**src/rtl/vga_display_core_if.sv**
```systemverilog
// Pixel-side bundle of the VGA core: graphics-source request/response plus the
// registered pins driven towards the DAC.
interface vga_display_core_if #(
    parameter int COLOR_BITS = 1
);
    logic [1:0]              mode;
    logic [3*COLOR_BITS-1:0] rgb_in;
    logic [9:0]              pixel_x;
    logic [9:0]              pixel_y;
    logic                    p_tick;
    logic                    video_on;
    logic                    frame_start;
    logic                    VGA_HS;
    logic                    VGA_VS;
    logic [7:0]              VGA_R;
    logic [7:0]              VGA_G;
    logic [7:0]              VGA_B;

    modport master (
        input  mode, rgb_in,
        output pixel_x, pixel_y, p_tick, video_on, frame_start,
        output VGA_HS, VGA_VS, VGA_R, VGA_G, VGA_B
    );

    modport slave (
        output mode, rgb_in,
        input  pixel_x, pixel_y, p_tick, video_on, frame_start,
        input  VGA_HS, VGA_VS, VGA_R, VGA_G, VGA_B
    );
endinterface

```
**src/rtl/vga_display_core.sv**
```systemverilog
// Parametrised VGA timing generator with a single registered output stage so
// that syncs, video_on and colour always leave on the same pixel tick.
module vga_display_core #(
    parameter int CLK_DIV    = 2,
    parameter int H_ACTIVE   = 640,
    parameter int H_FP       = 16,
    parameter int H_SYNC     = 96,
    parameter int H_BP       = 48,
    parameter int V_ACTIVE   = 480,
    parameter int V_FP       = 10,
    parameter int V_SYNC     = 2,
    parameter int V_BP       = 33,
    parameter int SYNC_POL   = 0,
    parameter int COLOR_BITS = 1
) (
    input  logic                 CLOCK_50,
    input  logic                 KEY,
    vga_display_core_if.master   vga
);

    localparam int H_TOTAL = H_ACTIVE + H_FP + H_SYNC + H_BP;
    localparam int V_TOTAL = V_ACTIVE + V_FP + V_SYNC + V_BP;

    generate
        if (CLK_DIV < 1 || H_ACTIVE < 8 || H_FP < 1 || H_SYNC < 1 || H_BP < 1 ||
            V_ACTIVE < 1 || V_FP < 1 || V_SYNC < 1 || V_BP < 1 ||
            H_TOTAL > 1024 || V_TOTAL > 1024 || COLOR_BITS < 1 || COLOR_BITS > 8) begin : g_bad_cfg
            $error("vga_display_core: illegal timing or colour configuration");
        end
    endgenerate

    localparam int              DIV_W     = (CLK_DIV > 1) ? $clog2(CLK_DIV) : 1;
    localparam logic [DIV_W-1:0] DIV_LAST = DIV_W'(CLK_DIV - 1);
    localparam logic [9:0] H_LAST   = 10'(H_TOTAL - 1);
    localparam logic [9:0] V_LAST   = 10'(V_TOTAL - 1);
    localparam logic [9:0] H_VIS    = 10'(H_ACTIVE);
    localparam logic [9:0] V_VIS    = 10'(V_ACTIVE);
    localparam logic [9:0] HS_BEGIN = 10'(H_ACTIVE + H_FP);
    localparam logic [9:0] HS_END   = 10'(H_ACTIVE + H_FP + H_SYNC);
    localparam logic [9:0] VS_BEGIN = 10'(V_ACTIVE + V_FP);
    localparam logic [9:0] VS_END   = 10'(V_ACTIVE + V_FP + V_SYNC);
    localparam logic [9:0] BAR_W    = 10'(H_ACTIVE / 8);
    localparam logic       SYNC_IDLE = (SYNC_POL == 0) ? 1'b1 : 1'b0;

    // MSB-first replication: a narrow channel value fills 8 bits without bias.
    function automatic logic [7:0] expand_channel(input logic [COLOR_BITS-1:0] c);
        logic [7:0] e;
        e = 8'h00;
        for (int i = 0; i < 8; i++) begin
            e[7-i] = c[COLOR_BITS-1-(i % COLOR_BITS)];
        end
        return e;
    endfunction

    logic [DIV_W-1:0] div_r;
    logic             run_r;
    logic [9:0]       h_r;
    logic [9:0]       v_r;
    logic [1:0]       active_mode_r;
    logic             video_on_r;
    logic             hs_r;
    logic             vs_r;
    logic [7:0]       red_r;
    logic [7:0]       green_r;
    logic [7:0]       blue_r;

    logic             p_tick_s;
    logic             frame_tick_s;
    logic [1:0]       eff_mode_s;
    logic             vis_s;
    logic             hs_act_s;
    logic             vs_act_s;
    logic [2:0]       bar_idx_s;
    logic             checker_s;
    logic [7:0]       sel_r_s;
    logic [7:0]       sel_g_s;
    logic [7:0]       sel_b_s;

    // run_r keeps p_tick low during reset even when CLK_DIV is 1
    assign p_tick_s     = run_r && (div_r == DIV_LAST);
    assign frame_tick_s = p_tick_s && (h_r == 10'd0) && (v_r == 10'd0);
    assign eff_mode_s   = frame_tick_s ? vga.mode : active_mode_r;
    assign vis_s        = (h_r < H_VIS) && (v_r < V_VIS);
    assign hs_act_s     = (h_r >= HS_BEGIN) && (h_r < HS_END);
    assign vs_act_s     = (v_r >= VS_BEGIN) && (v_r < VS_END);
    assign bar_idx_s    = 3'(h_r / BAR_W);
    assign checker_s    = h_r[5] ^ v_r[5];

    // Pixel-rate divider
    always_ff @(posedge CLOCK_50) begin
        if (!KEY) begin
            div_r <= '0;
            run_r <= 1'b0;
        end else begin
            run_r <= 1'b1;
            if (div_r == DIV_LAST) begin
                div_r <= '0;
            end else begin
                div_r <= div_r + 1'b1;
            end
        end
    end

    // Horizontal and vertical position counters
    always_ff @(posedge CLOCK_50) begin
        if (!KEY) begin
            h_r <= 10'd0;
            v_r <= 10'd0;
        end else if (p_tick_s) begin
            if (h_r == H_LAST) begin
                h_r <= 10'd0;
                if (v_r == V_LAST) begin
                    v_r <= 10'd0;
                end else begin
                    v_r <= v_r + 10'd1;
                end
            end else begin
                h_r <= h_r + 10'd1;
            end
        end
    end

    // Colour source selection for the current counter position
    always_comb begin
        sel_r_s = 8'h00;
        sel_g_s = 8'h00;
        sel_b_s = 8'h00;
        case (eff_mode_s)
            2'd0: begin
                sel_r_s = expand_channel(vga.rgb_in[3*COLOR_BITS-1 -: COLOR_BITS]);
                sel_g_s = expand_channel(vga.rgb_in[2*COLOR_BITS-1 -: COLOR_BITS]);
                sel_b_s = expand_channel(vga.rgb_in[COLOR_BITS-1 -: COLOR_BITS]);
            end
            2'd1: begin
                sel_r_s = {8{bar_idx_s[2]}};
                sel_g_s = {8{bar_idx_s[1]}};
                sel_b_s = {8{bar_idx_s[0]}};
            end
            2'd2: begin
                sel_r_s = {8{checker_s}};
                sel_g_s = {8{checker_s}};
                sel_b_s = {8{checker_s}};
            end
            2'd3: begin
                sel_r_s = 8'h00;
                sel_g_s = 8'h00;
                sel_b_s = 8'h00;
            end
            default: begin
                sel_r_s = 8'h00;
                sel_g_s = 8'h00;
                sel_b_s = 8'h00;
            end
        endcase
    end

    // Output stage: syncs, blanking and colour share one register per tick
    always_ff @(posedge CLOCK_50) begin
        if (!KEY) begin
            active_mode_r <= 2'd0;
            video_on_r    <= 1'b0;
            hs_r          <= SYNC_IDLE;
            vs_r          <= SYNC_IDLE;
            red_r         <= 8'h00;
            green_r       <= 8'h00;
            blue_r        <= 8'h00;
        end else if (p_tick_s) begin
            if (frame_tick_s) begin
                active_mode_r <= vga.mode;
            end
            video_on_r <= vis_s;
            hs_r       <= hs_act_s ^ SYNC_IDLE;
            vs_r       <= vs_act_s ^ SYNC_IDLE;
            red_r      <= vis_s ? sel_r_s : 8'h00;
            green_r    <= vis_s ? sel_g_s : 8'h00;
            blue_r     <= vis_s ? sel_b_s : 8'h00;
        end
    end

    assign vga.pixel_x     = h_r;
    assign vga.pixel_y     = v_r;
    assign vga.p_tick      = p_tick_s;
    assign vga.frame_start = frame_tick_s;
    assign vga.video_on    = video_on_r;
    assign vga.VGA_HS      = hs_r;
    assign vga.VGA_VS      = vs_r;
    assign vga.VGA_R       = red_r;
    assign vga.VGA_G       = green_r;
    assign vga.VGA_B       = blue_r;

endmodule
```
**src/flat_wrapper.sv**
```systemverilog
// flat-port wrapper written by rule: the top's interface ports become plain ports
module vga_display_core_flat 
#(
    parameter int CLK_DIV    = 2,
    parameter int H_ACTIVE   = 640,
    parameter int H_FP       = 16,
    parameter int H_SYNC     = 96,
    parameter int H_BP       = 48,
    parameter int V_ACTIVE   = 480,
    parameter int V_FP       = 10,
    parameter int V_SYNC     = 2,
    parameter int V_BP       = 33,
    parameter int SYNC_POL   = 0,
    parameter int COLOR_BITS = 1
)
  (CLOCK_50, KEY, vga_mode, vga_rgb_in, vga_pixel_x, vga_pixel_y, vga_p_tick, vga_video_on, vga_frame_start, vga_VGA_HS, vga_VGA_VS, vga_VGA_R, vga_VGA_G, vga_VGA_B);
  vga_display_core_if #(.COLOR_BITS(COLOR_BITS)) vga_i ();
  input  logic CLOCK_50;
  input  logic KEY;
  input wire logic [$bits(vga_i.mode)-1:0] vga_mode;
  input wire logic [$bits(vga_i.rgb_in)-1:0] vga_rgb_in;
  output wire logic [$bits(vga_i.pixel_x)-1:0] vga_pixel_x;
  output wire logic [$bits(vga_i.pixel_y)-1:0] vga_pixel_y;
  output wire logic [$bits(vga_i.p_tick)-1:0] vga_p_tick;
  output wire logic [$bits(vga_i.video_on)-1:0] vga_video_on;
  output wire logic [$bits(vga_i.frame_start)-1:0] vga_frame_start;
  output wire logic [$bits(vga_i.VGA_HS)-1:0] vga_VGA_HS;
  output wire logic [$bits(vga_i.VGA_VS)-1:0] vga_VGA_VS;
  output wire logic [$bits(vga_i.VGA_R)-1:0] vga_VGA_R;
  output wire logic [$bits(vga_i.VGA_G)-1:0] vga_VGA_G;
  output wire logic [$bits(vga_i.VGA_B)-1:0] vga_VGA_B;
  assign vga_i.mode = vga_mode;
  assign vga_i.rgb_in = vga_rgb_in;
  assign vga_pixel_x = vga_i.pixel_x;
  assign vga_pixel_y = vga_i.pixel_y;
  assign vga_p_tick = vga_i.p_tick;
  assign vga_video_on = vga_i.video_on;
  assign vga_frame_start = vga_i.frame_start;
  assign vga_VGA_HS = vga_i.VGA_HS;
  assign vga_VGA_VS = vga_i.VGA_VS;
  assign vga_VGA_R = vga_i.VGA_R;
  assign vga_VGA_G = vga_i.VGA_G;
  assign vga_VGA_B = vga_i.VGA_B;
  vga_display_core #(.CLK_DIV(CLK_DIV), .H_ACTIVE(H_ACTIVE), .H_FP(H_FP), .H_SYNC(H_SYNC), .H_BP(H_BP), .V_ACTIVE(V_ACTIVE), .V_FP(V_FP), .V_SYNC(V_SYNC), .V_BP(V_BP), .SYNC_POL(SYNC_POL), .COLOR_BITS(COLOR_BITS)) u_core (.CLOCK_50(CLOCK_50), .KEY(KEY), .vga(vga_i));
endmodule
```
**config.mk**
```make
export PLATFORM = sky130hd
export DESIGN_NAME = vga_display_core_flat
export DESIGN_NICKNAME = d
export VERILOG_FILES = /design/src/rtl/vga_display_core_if.sv /design/src/rtl/vga_display_core.sv /design/src/flat_wrapper.sv
export SDC_FILE = /design/constraint.sdc
export NUM_CORES = 1
export LEC_CHECK = 0
export ABC_CLOCK_PERIOD_IN_PS = 2540
export BUFFER_PORTS_ARGS = -buffer_cell sky130_fd_sc_hd__buf_2
export CORE_ASPECT_RATIO = 0.9
export CORE_MARGIN = 10
export CORE_UTILIZATION = 38
export DETAILED_ROUTE_END_ITERATION = 8
export PLACE_DENSITY_LB_ADDON = 0.05
export SLEW_MARGIN = 20
export SYNTH_ARGS = -nofsm -noshare
export SYNTH_HDL_FRONTEND = slang
export SYNTH_SLANG_ARGS = --single-unit
```
**constraint.sdc**
```tcl
create_clock -name CLOCK_50 -period 2.54 [get_ports CLOCK_50]
set_input_delay 0.635 -clock CLOCK_50 [delete_from_list [all_inputs] [get_ports CLOCK_50]]
set_output_delay 0.635 -clock CLOCK_50 [all_outputs]
set_load 0.02 [all_outputs]
```
==> run_results.csv, run 1 <==
group,metric,value,unit
global_routing,overflow,0,
logic_synthesis,synth.most_common_cell,"dfxtp_1",
logic_synthesis,synth_cell_types,40,
floorplan,fp.dieH,84.9,um
sta,skew,0.00428,ns
power,p_sw_share,25.2,%
outcome,status,"finished, final reports clean",
logic_synthesis,avgSynthCellArea,7.90,um^2
global_routing,grt_antenna_before_repair,0,
logic_synthesis,synth-edff-count,0,
power,peakVddDrop,0.318,mV
sta,finalCriticalPeriod,2.43,ns
power,pwr-share-clk,39.0,%
sta,relSlewSlack,74.0,%
finish,num-nets-final,277,
clock_tree,numCtsBuffers,5,
logic_synthesis,synth_nets,236,
clock_tree,cts_sinks,30,
finish,final_core_util,46.7,%
clock_tree,htree_num_levels,2,
place,place.gp.congestion,0.780,
drt,viasPerCell,4.76,
drt,ant_nets,0,
global_routing,grt_pass1_vias,1607,
drt,route.layer.met1.wl,2.25,mm
finish,layout-drive-gt1-share,29.2,%
finish,fillers,494,
logic_synthesis,netlist_instances,225,
logic_synthesis,synth_area,0.00178,mm^2
worst_hold_path,hold_path_depth,1,
worst_setup_path,path_class,"reg -> out",
place,placed_cells,321,
sta,fin_ws,0.112,ns
clock_tree,cts.clk_slew.worst_paths,0.06,ns
clock_tree,cts_setup_buffers,0,
drt,route.met3.wl,332,um
logic_synthesis,synth_top_cell_by_area,"dfxtp_1",
drt,top_layer,"met4",
drt,drt_pass1_iterations,4,
floorplan,die_w,92.1,um
finish,multi_input_area,952,um^2
clock_tree,clkLatencyLatePin,0.27,ns
drt,vias,1566,
floorplan,die_area,0.00781,mm^2
sta,setup_viol,0,
power,p_int,739,uW
finish,finalInstanceArea,0.00210,mm^2
place,dp_hpwl,3.43,mm
place,place_area,0.00200,mm^2
logic_synthesis,yosys_warnings,0,
sta,fin_tns_setup,0,ns
power,pwr-share-comb,11.4,%
sta,hold_viol_final,0,
global_routing,track_usage,11.9,%
logic_synthesis,yosysSeqAreaShare,33.8,%
drt,drc,0,
worst_setup_path,cp_max_fo,10,
global_routing,grt_max_degree,19,
worst_hold_path,hp-class,"reg -> reg",
sta,finalCritPeriodShare,95.6,%
finish,stdcell_count,329,
power,p_leak,0.965,nW
worst_setup_path,critPathRequiredTime,1.90,ns
drt,routed_wl,4.49,mm
place,portBuffers,55,
logic_synthesis,yosys.area.top_type_share,33.8,%
floorplan,num_io_pins,56,
sta,tightest_slew,0.389,ns
worst_setup_path,ff2ff_path_depth,6,
drt,wl_met2,1.89,mm
worst_setup_path,cp-start-kind,"register",
drt,drtIter0Drc,52,
place,place_ws,0.293,ns
clock_tree,cts-root-buf,"clkbuf_8",
finish,area_delta_synth_final,18.1,%
sta,rsz0062_at_grt,"false",
sta,max_freq,412,MHz
floorplan,start_util,39.6,%
logic_synthesis,synthTopCellsByArea,"dfxtp_1, buf_4, nand3_1",
clock_tree,cts_tree,"yes",
power,power-per-cell-area,471,mW/mm^2
floorplan,coreArea,0.00449,mm^2
power,pwr-share-seq,49.6,%
logic_synthesis,ys.flop_type,"dfxtp_1",
worst_setup_path,worstPathArrival,1.79,ns
clock_tree,cts_buffer_depth,2,
flow_run,drv_cap,0,
logic_synthesis,synth_commonest_cells,"dfxtp_1, nor2_1, buf_4, nand2_1, nand3_1",
finish,antenna_cells,0,
power,p_switching,249,uW
sta,drv_slew,0,
global_routing,grt_pass1_wl,7.83,mm
logic_synthesis,ys_seq_elements,30,
floorplan,fp-row-count,23,
worst_setup_path,cp-end-kind,"output pin",
drt,wl_per_cell,13.6,um
logic_synthesis,ys_async_sr_fraction,0,%
finish,seqCellArea,602,um^2
==> through the flow <==
step	hold slack, ns	total power [mW]
finish	0.428	0.988
CTS	0.423	1.01
global route	0.446	1.05
floorplan	0.392	0.591
detailed placement	0.413	0.614
global placement	0.416	0.614
==> power groups by stage <==
stage,clock [mW],combinational [mW],sequential [mW]
floorplan,0,0.0829,0.509
global placement,0,0.114,0.500
detailed placement,0,0.113,0.500
CTS,0.404,0.113,0.490
global route,0.429,0.125,0.492
finish,0.385,0.113,0.490
==> path summary, 6_finish.rpt <==
kind	endpoint	slack, ns	startpoint
hold / removal	u_core.div_r	0.43	u_core.div_r
hold reg to reg	u_core.div_r	0.43	u_core.div_r
setup / recovery	vga_frame_start	0.11	u_core.vga.pixel_x[6]
setup reg to reg	u_core.vga.VGA_B[6]	0.42	u_core.vga.pixel_x[6]
==> repair_timing <==
item,4_1_cts,5_1_grt
gates resized for setup,1,2
endpoints found under the setup margin,1,1
hold buffers,0,0
hold endpoints to repair,0,0
==> cells in the final DEF (no fill, tap or decap), types with 2 or more instances in the layout <==
master,n
ha_1,4
clkbuf_8,6
buf_4,10
nand2b_1,3
and2_1,3
nand3b_1,2
o21a_1,2
nor2_1,24
a21oi_1,8
o21ai_0,7
xor2_1,10
nor2b_1,8
or3_1,5
buf_2,54
nand4_1,8
nand2_1,21
and3_1,3
o31ai_1,2
o32ai_1,2
a21boi_0,2
o21ai_1,3
nand3_1,19
inv_1,7
mux2i_1,2
xnor2_1,6
dfxtp_1,29
==> worst max-delay path, cell delays in order (launching register included) <==
cell and delay, ns:
dfxtp_2 0.37, or3_1 0.34, or4_4 0.47, nor3_2 0.16, buf_4 0.18
==> layout make-up <==
class	count	area share, %
clock buffers	7	4.11
clock inverters	1	0.239
inverters	8	1.43
multi-input cells	157	45.4
flip-flops and latches	30	28.7
well taps	62	3.70
repair buffers	64	16.5
==> logic make-up after synthesis <==
group           after synthesis  share of synthesized area (%)
compound gates               31                           11.0
fa+ha+maj                     4                           2.82
buf+inv                      38                           12.9
flops                        30                           33.8
xor+xnor                     16                           7.89
mux                           3                           1.76
simple gates                103                           29.9
==> metal layers <==
metal	vias to the layer above	track usage, %
met3	2	4.67
met5	-	0
li1	833	-
met1	691	15.6
met4	0	2.52
met2	40	18.1
Power figures use the tool's default switching activity.
==> run 2, diff against run 1 <==
--- a/config.mk
+++ b/config.mk
@@ -7,7 +7,7 @@
 export LEC_CHECK = 0
 export ABC_CLOCK_PERIOD_IN_PS = 2540
 export BUFFER_PORTS_ARGS = -buffer_cell sky130_fd_sc_hd__buf_2
-export CORE_ASPECT_RATIO = 0.9
+export CORE_ASPECT_RATIO = 1.25
 export CORE_MARGIN = 10
 export CORE_UTILIZATION = 38
 export DETAILED_ROUTE_END_ITERATION = 8
==> run 2 against run 1 <==
Effect of this change:
- cell area increased by 0.30%
- non-clock buffer count decreased by 1
- clock power increased by 17%
- total power increased by 6.6%
- global-route usage increased by 0.72 points
- highest routed layer unchanged
- critical path depth unchanged
- flip-flop and latch count unchanged
==> run_results.csv, run 2 (synthesis results as in run 1) <==
group,metric,value,unit
drt,drt_pass1_iterations,5,
power,power.total,1.05,mW
sta,hold_viol_final,0,
drt,viasPerCell,4.97,
sta,drv_slew,0,
drt,vias,1609,
floorplan,fp.dieH,96.5,um
outcome,status,"finished, final reports clean",
finish,area_delta_synth_final,18.5,%
place,place.gp.congestion,0.813,
finish,seqCellArea,602,um^2
place,place_area,0.00199,mm^2
floorplan,die_area,0.00783,mm^2
power,pwr-share-clk,42.9,%
worst_setup_path,worstPathArrival,1.76,ns
drt,route.met3.wl,389,um
global_routing,grt_max_degree,19,
worst_setup_path,critPathRequiredTime,1.90,ns
global_routing,overflow,0,
drt,route.layer.met1.wl,1.93,mm
floorplan,num_io_pins,56,
global_routing,grt_antenna_before_repair,0,
power,peakVddDrop,0.254,mV
worst_setup_path,crit_chain,"or3_1 > or4_4 > nor3_2 > buf_4",
worst_hold_path,hold_path_depth,1,
place,portBuffers,55,
sta,relSlewSlack,72.8,%
worst_setup_path,cp-start-kind,"register",
finish,layout-drive-gt1-share,29.3,%
global_routing,grt_pass1_wl,7.85,mm
clock_tree,clkLatencyLatePin,0.28,ns
drt,wl_met2,2.39,mm
global_routing,track_usage,12.6,%
sta,skew,0.00379,ns
finish,final_core_util,47.2,%
worst_setup_path,slowest_delay,0.48,ns
drt,top_layer,"met4",
drt,ant_nets,0,
global_routing,grt_pass1_vias,1588,
floorplan,start_util,39.8,%
floorplan,fp-row-count,27,
finish,antenna_cells,0,
clock_tree,htree_num_levels,2,
drt,routed_wl,4.77,mm
sta,setup_viol,0,
worst_setup_path,slowest_stage,"or4_4",
finish,final_cell_mix,"buf_2, dfxtp_1, nor2_1",
clock_tree,cts_sinks,30,
power,p_switching,260,uW
worst_hold_path,hp-class,"reg -> reg",
sta,fin_tns_setup,0,ns
clock_tree,cts-root-buf,"clkbuf_8",
sta,rsz0062_at_grt,"false",
worst_setup_path,path_class,"reg -> out",
floorplan,die_w,81.2,um
clock_tree,numCtsBuffers,5,
sta,finalCritPeriodShare,94.2,%
power,p_int,793,uW
clock_tree,cts.clk_slew.worst_paths,0.06,ns
drt,drc,0,
finish,stdcell_count,324,
finish,finalInstanceArea,0.00210,mm^2
power,p_leak,0.970,nW
finish,multi_input_area,952,um^2
power,pwr-share-comb,10.6,%
sta,max_freq,418,MHz
power,p_sw_share,24.7,%
place,placed_cells,316,
finish,num-nets-final,276,
place,place_ws,0.359,ns
power,pwr-share-seq,46.5,%
finish,layout_commonest_cell,"buf_2",
clock_tree,cts_buffer_depth,2,
place,dp_hpwl,3.66,mm
flow_run,drv_cap,0,
floorplan,coreArea,0.00446,mm^2
sta,fin_ws,0.147,ns
drt,drtIter0Drc,135,
sta,hold_slack,0.413,ns
clock_tree,cts_tree,"yes",
power,power-per-cell-area,500,mW/mm^2
drt,wl_per_cell,14.7,um
worst_setup_path,cp-end-kind,"output pin",
worst_setup_path,ff2ff_path_depth,6,
sta,finalCriticalPeriod,2.39,ns
sta,tightest_slew,0.407,ns
worst_setup_path,cp_max_fo,4,
finish,fillers,489,
==> run 2: cell count changes in the layout (fill, tap and decap cells not counted) <==
cell      change
clkbuf_8      +2
buf_4         -1
clkinv_2      -1
clkbuf_1      -1
==> run 2: power by group through the flow <==
stage	clock network, mW	logic [mW]	registers [mW]
finish	0.451	0.112	0.490
CTS	0.465	0.113	0.490
detailed placement	0	0.113	0.501
global route	0.482	0.122	0.492
global placement	0	0.112	0.500
floorplan	0	0.0829	0.509
==> run 2: cell type report <==
| class | instances | area share [%] |
|---|---|---|
| repair buffers | 63 | 16.1 |
| flip-flops and latches | 30 | 28.6 |
| well taps | 58 | 3.45 |
| multi-input cells | 157 | 45.2 |
| clock buffers | 8 | 5.23 |
| inverters | 8 | 1.43 |
==> run 2: timing repair <==
item / 4_1_cts / 5_1_grt
gates resized for setup: 0 / 3
setup buffers: 0 / 0
hold buffers: 0 / 0
endpoints found under the setup margin: 0 / 1
==> run 2: worst max-delay path, delay by kind of cell, from the launching register on <==
kind          cells  cell delay (ns)
buf+inv           1             0.17
simple gates      3             1.00
flops             1             0.31
==> run 2: worst paths after layout <==
path | slack (ns) | to | from
worst max-delay path | 0.15 | vga_frame_start | u_core.vga.pixel_x[9]
worst min-delay path | 0.41 | u_core.div_r | u_core.div_r
worst max register to register | 0.40 | u_core.vga.VGA_R[6] | u_core.vga.pixel_x[9]
worst min register to register | 0.41 | u_core.div_r | u_core.div_r
==> run 2: layer usage <==
layer / track usage [%] / vias to the layer above
li1: - / 827
met1: 14.0 / 723
met2: 21.3 / 52
met3: 4.62 / 7
met4: 5.64 / 0
met5: 0 / -
==> run 3, diff against run 2 <==
--- a/config.mk
+++ b/config.mk
@@ -5,13 +5,15 @@
 export SDC_FILE = /design/constraint.sdc
 export NUM_CORES = 1
 export LEC_CHECK = 0
-export ABC_CLOCK_PERIOD_IN_PS = 2540
+export ABC_CLOCK_PERIOD_IN_PS = 3100
 export BUFFER_PORTS_ARGS = -buffer_cell sky130_fd_sc_hd__buf_2
 export CORE_ASPECT_RATIO = 1.25
 export CORE_MARGIN = 10
 export CORE_UTILIZATION = 38
 export DETAILED_ROUTE_END_ITERATION = 8
+export MAX_ROUTING_LAYER = met4
 export PLACE_DENSITY_LB_ADDON = 0.05
+export SETUP_SLACK_MARGIN = 0.2
 export SLEW_MARGIN = 20
 export SYNTH_ARGS = -nofsm -noshare
 export SYNTH_HDL_FRONTEND = slang
==> constraint.sdc (replaced) <==
create_clock -name CLOCK_50 -period 3.1 [get_ports CLOCK_50]
set_input_delay 0.775 -clock CLOCK_50 [delete_from_list [all_inputs] [get_ports CLOCK_50]]
set_output_delay 0.775 -clock CLOCK_50 [all_outputs]
set_load 0.02 [all_outputs]
==> run 3 against run 2 <==
Effect of this change:
- clock power shrank 27%
- sequential share of layout area grew 1.1 points
- clock-buffer cell count shrank 2
- setup slack gained 0.21 ns
- total power shrank 22%
- flip-flop and latch count is the same
- register-to-register slack gained 0.43 ns
- cell area shrank 4.0%
- hold slack gained 0.00064 ns
- die area is the same
- critical endpoint unchanged
- largest cell class unchanged
- highest routed layer unchanged
==> run_results.csv, run 3 (synthesis results as in run 1) <==
group,metric,value,unit
worst_setup_path,cp-start-kind,"register",
place,place_area,0.00193,mm^2
sta,relSlewSlack,56.1,%
drt,drtIter0Drc,75,
worst_setup_path,cp_max_fo,13,
worst_hold_path,hold_path_depth,1,
floorplan,die_area,0.00783,mm^2
sta,skew,0.00694,ns
floorplan,fp-row-count,27,
clock_tree,ctsResizeCount,0,
worst_setup_path,path_delay_family,"simple AND/OR/NAND/NOR gates",
global_routing,track_usage,12.7,%
floorplan,die_w,81.2,um
clock_tree,cts_tree,"yes",
drt,viasPerCell,5.04,
power,p_sw_share,26.6,%
clock_tree,clkLatencyLatePin,0.28,ns
place,dp_hpwl,3.45,mm
sta,hold_viol_final,0,
finish,antenna_cells,0,
drt,wl_met2,2.23,mm
sta,max_freq,365,MHz
sta,fin_tns_setup,0,ns
finish,multi_input_area,947,um^2
place,place.gp.congestion,0.808,
worst_setup_path,cp-end-kind,"output pin",
drt,ant_nets,0,
sta,rsz0062_at_grt,"false",
worst_hold_path,hp-class,"reg -> reg",
floorplan,start_util,39.8,%
worst_setup_path,critPathRequiredTime,2.32,ns
global_routing,grt_pass1_wl,7.66,mm
worst_hold_path,min_from,"u_core.div_r",
finish,final_cell_mix,"buf_2, dfxtp_1, nor2_1",
power,p_leak,0.915,nW
worst_setup_path,slowest_stage,"or4_4",
sta,finalCriticalPeriod,2.74,ns
outcome,status,"finished, final reports clean",
place,portBuffers,55,
drt,route.layer.met1.wl,1.91,mm
clock_tree,cts_sinks,30,
worst_setup_path,crit_chain,"or3_1 > or4_4 > nor3_1 > buf_2",
place,placed_cells,308,
clock_tree,cts.clk_slew.worst_paths,0.07,ns
power,pwr-share-seq,48.9,%
worst_setup_path,slowest_delay,0.47,ns
sta,tightest_slew,0.658,ns
finish,layout_commonest_cell,"buf_2",
sta,drv_slew,0,
sta,setup_viol,0,
drt,drc,0,
flow_run,drv_cap,0,
floorplan,num_io_pins,56,
worst_setup_path,cp.depth,4,
place,place_ws,0.667,ns
clock_tree,cts-root-buf,"clkbuf_8",
worst_setup_path,ff2ff_path_depth,6,
power,pwr-share-comb,10.7,%
power,peakVddDrop,0.239,mV
power,power-per-cell-area,406,mW/mm^2
worst_setup_path,crit_buf_inv,1,
clock_tree,cts_buffer_depth,2,
power,p_switching,218,uW
global_routing,grt_max_degree,19,
global_routing,grt_pass1_vias,1589,
floorplan,fp.dieH,96.5,um
drt,vias,1593,
worst_setup_path,rr_endpoint,"u_core.vga.VGA_R[6]",
finish,num-nets-final,268,
sta,finalCritPeriodShare,88.4,%
drt,wl_per_cell,14.3,um
power,p_int,602,uW
power,pwr-share-clk,40.3,%
drt,routed_wl,4.51,mm
finish,stdcell_count,316,
finish,layout-drive-gt1-share,26.4,%
drt,top_layer,"met4",
worst_hold_path,min_to,"u_core.div_r",
clock_tree,htree_num_levels,2,
finish,seqCellArea,601,um^2
floorplan,coreArea,0.00446,mm^2
drt,drt_pass1_iterations,4,
global_routing,overflow,0,
finish,area_delta_synth_final,13.7,%
clock_tree,hold_buffers,0,
power,power.total,820,uW
clock_tree,numCtsBuffers,5,
clock_tree,cts_setup_buffers,0,
worst_setup_path,path_class,"reg -> out",
finish,fillers,497,
sta,fin_ws,0.359,ns
worst_setup_path,r2r-start,"u_core.vga.pixel_x[5]",
global_routing,grt_antenna_before_repair,0,
drt,route.met3.wl,307,um
worst_setup_path,worstPathArrival,1.97,ns
finish,finalInstanceArea,0.00202,mm^2
worst_setup_path,reg2reg_slack,0.83,ns
==> run 3: cell count changes in the layout (fill, tap and decap cells not counted), sizes merged <==
cell,previous run,this run
buf,63,55
clkinvlp,0,1
clkbuf,8,6
clkinv,0,1
==> run 3: power groups by stage <==
stage | registers, mW | logic, mW | clock network, mW
floorplan | 0.417 | 0.0679 | 0
finish | 0.401 | 0.0880 | 0.331
global placement | 0.410 | 0.0902 | 0
CTS | 0.401 | 0.0905 | 0.337
global route | 0.403 | 0.0976 | 0.355
detailed placement | 0.410 | 0.0901 | 0
==> run 3: layer usage <==
| layer | vias to the layer above | track usage, % |
|---|---|---|
| li1 | 814 | - |
| met1 | 732 | 13.7 |
| met2 | 40 | 21.6 |
| met3 | 7 | 3.70 |
| met4 | 0 | 4.91 |
| met5 | - | - |
==> run 3: final cells by class <==
cell class,instances,area share [%]
Clock buffer,6,4.09
Timing Repair Buffer,55,13.6
Sequential cell,30,29.7
Tap cell,58,3.59
Clock inverter,2,0.619
Multi-Input combinational cell,157,46.9
Inverter,8,1.49
==> run 3: worst max-delay path by stage <==
stage / from / end / slack, ns
finish: u_core.vga.pixel_x[5] / vga_frame_start / 0.36
global route: u_core.vga.pixel_x[5] / vga_frame_start / 0.23
CTS: u_core.vga.pixel_x[5] / vga_frame_start / 0.36
floorplan: u_core.vga.pixel_x[6] / vga_frame_start / 0.56
global placement: u_core.vga.pixel_x[5] / vga_frame_start / 0.70
detailed placement: u_core.vga.pixel_x[5] / vga_frame_start / 0.67
==> run 3: stage by stage <==
step           utilization (%)  hold slack (ns)
2_1_floorplan                -            0.392
6_report                  45.3            0.413
3_3_place_gp              43.2            0.401
4_1_cts                   45.3            0.414
5_1_grt                   45.3            0.446
3_5_place_dp              43.2            0.403
